`src/rtl/simple_up_counter.sv`:
```
// simple_up_counter: free-running modulo up counter with synchronous reset.
// The count runs 0..MODULUS-1, wraps to 0, and loads RESET_VALUE on reset.
// The output comes straight from the state register.
module simple_up_counter #(
   parameter int unsigned     WIDTH       = 4,
   parameter longint unsigned MODULUS     = 64'd1 << WIDTH,
   parameter longint unsigned RESET_VALUE = 64'd0
) (
   input  logic             clk,
   input  logic             rst,
   output logic [WIDTH-1:0] count
);

   // Terminal value and reset load, truncated once to the register width.
   // When MODULUS == 2**WIDTH, LAST is all ones.
   // The explicit compare then gives the same result as natural overflow.
   localparam logic [WIDTH-1:0] LAST    = WIDTH'(MODULUS - 64'd1);
   localparam logic [WIDTH-1:0] RST_VAL = WIDTH'(RESET_VALUE);

   logic [WIDTH-1:0] count_q;
   logic [WIDTH-1:0] count_d;

   // Next count: increment, or wrap to zero from the terminal value.
   always_comb begin
      count_d = count_q + WIDTH'(1);
      if (count_q == LAST) begin
         count_d = '0;
      end
   end

   // Count register. Reset takes priority over wrap and increment.
   always_ff @(posedge clk) begin
      if (rst) begin
         count_q <= RST_VAL;
      end else begin
         count_q <= count_d;
      end
   end

   assign count = count_q;

endmodule

```
`config.mk`:
```
export PLATFORM = sky130hd
export DESIGN_NAME = simple_up_counter
export DESIGN_NICKNAME = d
export VERILOG_FILES = /design/src/rtl/simple_up_counter.sv
export SDC_FILE = /design/constraint.sdc
export NUM_CORES = 1
export LEC_CHECK = 0
export ABC_AREA = 0
export CORE_AREA = 2 2 39 41
export DETAILED_ROUTE_END_ITERATION = 8
export DIE_AREA = 0 0 41 43
export HOLD_SLACK_MARGIN = 0.08
export PLACE_DENSITY_LB_ADDON = 0.08
export SYNTH_ARGS = -nofsm -noshare
export SYNTH_HDL_FRONTEND = slang
export SYNTH_SLANG_ARGS = --single-unit
```
`constraint.sdc`:
```
create_clock -name clk -period 1.7 [get_ports clk]
set_input_delay 0.34 -clock clk [delete_from_list [all_inputs] [get_ports clk]]
set_output_delay 0.34 -clock clk [all_outputs]
set_load 0.02 [all_outputs]
```
**After elaboration in Yosys (flattened, before gate mapping)**

Cells that the tools add are included.

- Reduce and logical (&&, ||, !) cells: 1
- Equality and inequality tests: 1
- Add/subtract/negate cells: 1

Operators with widths:

| kind | number |
|---|---|
| 4-bit by 1-bit adder with 4-bit output, second input constant | 1 |
| 4-bit equality test, second input constant | 1 |
| 2-bit OR reduction | 1 |

- Bits of input ports: 2
- Word-level logic and storage cells: 4
- Output and inout port bits: 4
- Register bits after elaboration: 4

**Longest topological paths before layout**

- Depth in word-level cells: 2
- Mapped depth: 4
- Gate-level depth less buffers: 4

**Least setup slack after synthesis**

Ideal clock, no wire load.

- Kind: flip-flop to flip-flop
- From: reg count_q[0], in the netlist count[0]
- To: reg count_q[3], in the netlist count[3]
- Data required time: 1.581 ns
- Period minus slack after synthesis: 1.105 ns
- Setup slack: 0.595 ns
- Arrival time: 0.986 ns
- Setup time: 0.119 ns
- Stages on the path, launching flop included: 5
- Buffers on the path: 0
- Cell sequence: dfxtp_1 -> ha_1 -> a21oi_1 -> o21ai_0 -> a21oi_1

- Longest elaborated chain between the ends: 2
- Elaborated cells on any way between the ends: 3
- Those cells by class: add/sub: 1; eq/ne: 1; reduce/logical: 1

Ends and longest elaborated chain:

| what | line | source |
|---|---|---|
| from (decl) | 20 | `logic [WIDTH-1:0] count_q;` |
| from (signal assigned) | 36 | `count_q <= count_d;` |
| parallel branches: the longest is 2 deep, another holds 4-bit by 1-bit adder with 4-bit output | - |  |

Parallel ways; which one is timed is not known.
A chain may end at the register's enable or synchronous reset.

**Worst setup path after layout**

- From: reg count_q[0], in the netlist count[0]
- To: out count[0]

RTL lines:

| what | line | source |
|---|---|---|
| to (decl) | 11 | `output logic [WIDTH-1:0] count` |

No word-level cell between the ends.

==> flow_summary_export.csv <==
group,metric,value,unit
run_status,outcome,"finished clean",
synthesis,synth.yosys.warnings,0,
sta,period_utilization,0.9543,
power,post-layout-total-power,0.0002659,W
clock_tree,post_cts_hold_buffer_count,0,
clock_tree,cts_made_buffers,3,
place,routability_congestion_estimate,0.6859,
final_layout,final_layout_size_suffix_gt1_frac,0.2609,
sta,max_slew_margin,0.8548,
clock_tree,clock_latency_on_the_worst_skew_pair,240,ps
critical_path,rr_endpoint,"count[3]",
synthesis,netlist_top_cells_area,"sky130_fd_sc_hd__dfxtp_1 (48%), sky130_fd_sc_hd__ha_1 (7.5%), sky130_fd_sc_hd__nor3b_2 (7.5%), sky130_fd_sc_hd__and3_4 (6.8%), sky130_fd_sc_hd__a21oi_1 (6.0%)",
final_layout,mostFrequentLayoutCells,"sky130_fd_sc_hd__clkdlybuf4s50_1 (5), sky130_fd_sc_hd__dfxtp_1 (4), sky130_fd_sc_hd__clkbuf_4 (3)",
drt,drt.antenna.violating_nets,0,
sta,timing.final.setup_violations,0,
final_layout,n_antenna_cell,0,
global_routing,grt_antenna_before_repair,0,
job,timing.max_cap.violations,0,
drt,per_cell_via_count_in_the_routed_design,3.692,
clock_tree,htreeDepth,1,
critical_path,worst_setup_startpoint,"count[0]",
die,floorplan.die_area,1763,um2
clock_tree,clock_tree_from_tritoncts,"done",
die,floorplan.initialDensity,0.1203,
final_layout,multi_input_area,82.58,um2
sta,rsz0062_at_grt,"false",
sta,max_freq,0.6164,GHz
drt,totalWireLength,403,um
synthesis,number_of_nets_in_the_synthesized_netlist,18,
sta,totalNegativeSetupSlack,0,ps
final_layout,largest_register_ffs,4,
global_routing,grt_start_max_net_pins,6,
drt,drc,0,
power,peakVddDrop,0.2441,mV
final_layout,area.sequential,80.08,um2
clock_tree,clockBufferDepth,2,
die,core_area,1384,um2
global_routing,groute.usage.overall,0.06513,
sta,hold_viol,0,
final_layout,layoutNonFillerInstCount,39,
critical_path,cp.arrival,1280,ps
drt,wire_per_inst,10.33,um
critical_path,crit_fanout,5,
critical_path,worstReg2RegStart,"count[0]",
synthesis,synthesis.instances,15,
critical_path,path_delay_family,"buffers and inverters",
drt,dr.pass1.iters,3,
global_routing,wire_length_of_the_first_global_routing_pass,607,um
critical_path,worstSetupStartpointType,"flip-flop",
place,numPortBuffers,5,
worst_hold_path,worst_hold_path.endpoint,"count[0]",
clock_tree,ctsRootBufferMaster,"sky130_fd_sc_hd__clkbuf_4",
synthesis,synth_seq_cells,4,
sta,finalWorstPathRequiredPeriod,1622,ps
sta,finClkSkew,0.5190,ps
critical_path,reg2reg_slack,650,ps
place,placed_cells,36,
worst_hold_path,min_delay_path_depth,1,
critical_path,crit_path_end_kind,"output pin",
critical_path,worst_reg2reg_path_depth,4,
critical_path,worst-setup-path-type,"reg -> out",
power,power_leakage,0.09071,nW
sta,timing_worst_slew_pin_value,217.2,ps
critical_path,timing.critical_path.required,1360,ps
critical_path,cp.buffers_inverters,1,
drt,dr.first_iter.drc_count,1,
synthesis,synth.cell_area,166.4,um2
synthesis,top_cell_type_by_total_area_after_synthesis,"sky130_fd_sc_hd__dfxtp_1",
clock_tree,postCtsSetupRepairBufs,0,
synthesis,synth.avg_cell_area,11.09,um2
global_routing,grt_overflow,0,
sta,final_max_slew_viol_count,0,
die,floorplan.rows,14,
power,power_density,1027,nW/um2
global_routing,first_global_vias,145,
final_layout,areaGrowthSynthToFinish,55.64,%
synthesis,yosysSeqAreaShare,0.4812,
critical_path,timing.critical_path.slowest_cell_delay,640,ps
final_layout,final.fill_count,154,
worst_hold_path,timing.hold.worst.class,"reg -> reg",
critical_path,crit_path_cell_trace,"clkdlybuf4s50_1",
clock_tree,sink_count_of_the_clock_tree,4,
clock_tree,clock_pin_transition_on_the_worst_setup_and_hold_timing_paths,40,ps
die,die_h,43,um
critical_path,critPathSlowestCell,"sky130_fd_sc_hd__clkdlybuf4s50_1",
die,num_io_pins,6,
die,die-width,41,um
final_layout,final_net_count,28,
worst_hold_path,min_from,"count[0]",
clock_tree,cts_resized,0,
synthesis,netlist.area_leader.share,0.4812,
synthesis,netlist-cell-type-count,11,
drt,vias,144,
final_layout,layout.cells.most_common,"sky130_fd_sc_hd__clkdlybuf4s50_1",
[power by group]
group	total, W	leakage (nW)	switching, W	internal (W)
Clock	0.000122	0.0138	0.0000425	0.0000792
Sequential	0.000108	0.0329	0.00000796	0.000100
Combinational	0.0000357	0.0440	0.0000157	0.0000200
[routing by layer]
layer | global-route usage | share of wire | vias to the layer above
li1 | - | - | 70
met1 | 0.06390 | 0.47 | 66
met2 | 0.06563 | 0.42 | 6
met3 | 0.03141 | 0.057 | 2
met4 | 0.1200 | 0.047 | 0
met5 | 0 | 0 | -
[how the worst max path moves through the flow]
stage | slack [ps] | cells past startpoint | endpoint
2_1_floorplan | 590 | 4 | count[3]
3_3_place_gp | 310 | 1 | count[0]
3_5_place_dp | 330 | 1 | count[0]
4_1_cts | 60 | 1 | count[0]
5_1_grt | 40 | 1 | count[2]
6_report | 80 | 1 | count[0]
[area by class of cell]
class | instances | area share
clock buffers | 3 | 0.08696
inverters | 1 | 0.01449
multi-input cells | 10 | 0.3188
flip-flops and latches | 4 | 0.3092
well taps | 16 | 0.07729
repair buffers | 5 | 0.1932
[metrics by stage]
step           utilization  area [um2]  hold slack (ps)  setup WS, ps
2_1_floorplan            -       166.4            409.1         594.8
3_3_place_gp        0.1709       236.5            518.7         314.3
3_5_place_dp        0.1709       236.5            513.3         327.1
4_1_cts             0.1872       259.0            525.1         58.23
5_1_grt             0.1872       259.0            539.1         44.77
6_report            0.1872       259.0            517.7         77.70
[cell families after synthesis]
| group | synth area share |
|---|---|
| adders and majority gates | 0.07518 |
| and+or+nand+nor | 0.2782 |
| DFF | 0.4812 |
| AOI/OAI and AO/OA | 0.09020 |
| buffers and inverters | 0.02253 |
| xor gates and xnor gates | 0.05264 |
[Yosys cell counts]
cell / count
sky130_fd_sc_hd__o21ai_0: 1
sky130_fd_sc_hd__ha_1: 1
sky130_fd_sc_hd__dfxtp_1: 4
sky130_fd_sc_hd__a21oi_1: 2
sky130_fd_sc_hd__and3_4: 1
sky130_fd_sc_hd__nand4b_1: 1
sky130_fd_sc_hd__nor2_1: 1
sky130_fd_sc_hd__nor3b_2: 1
sky130_fd_sc_hd__inv_1: 1
sky130_fd_sc_hd__nor3_2: 1
sky130_fd_sc_hd__xnor2_1: 1
No activity file was read; power rests on OpenSTA's default activity.
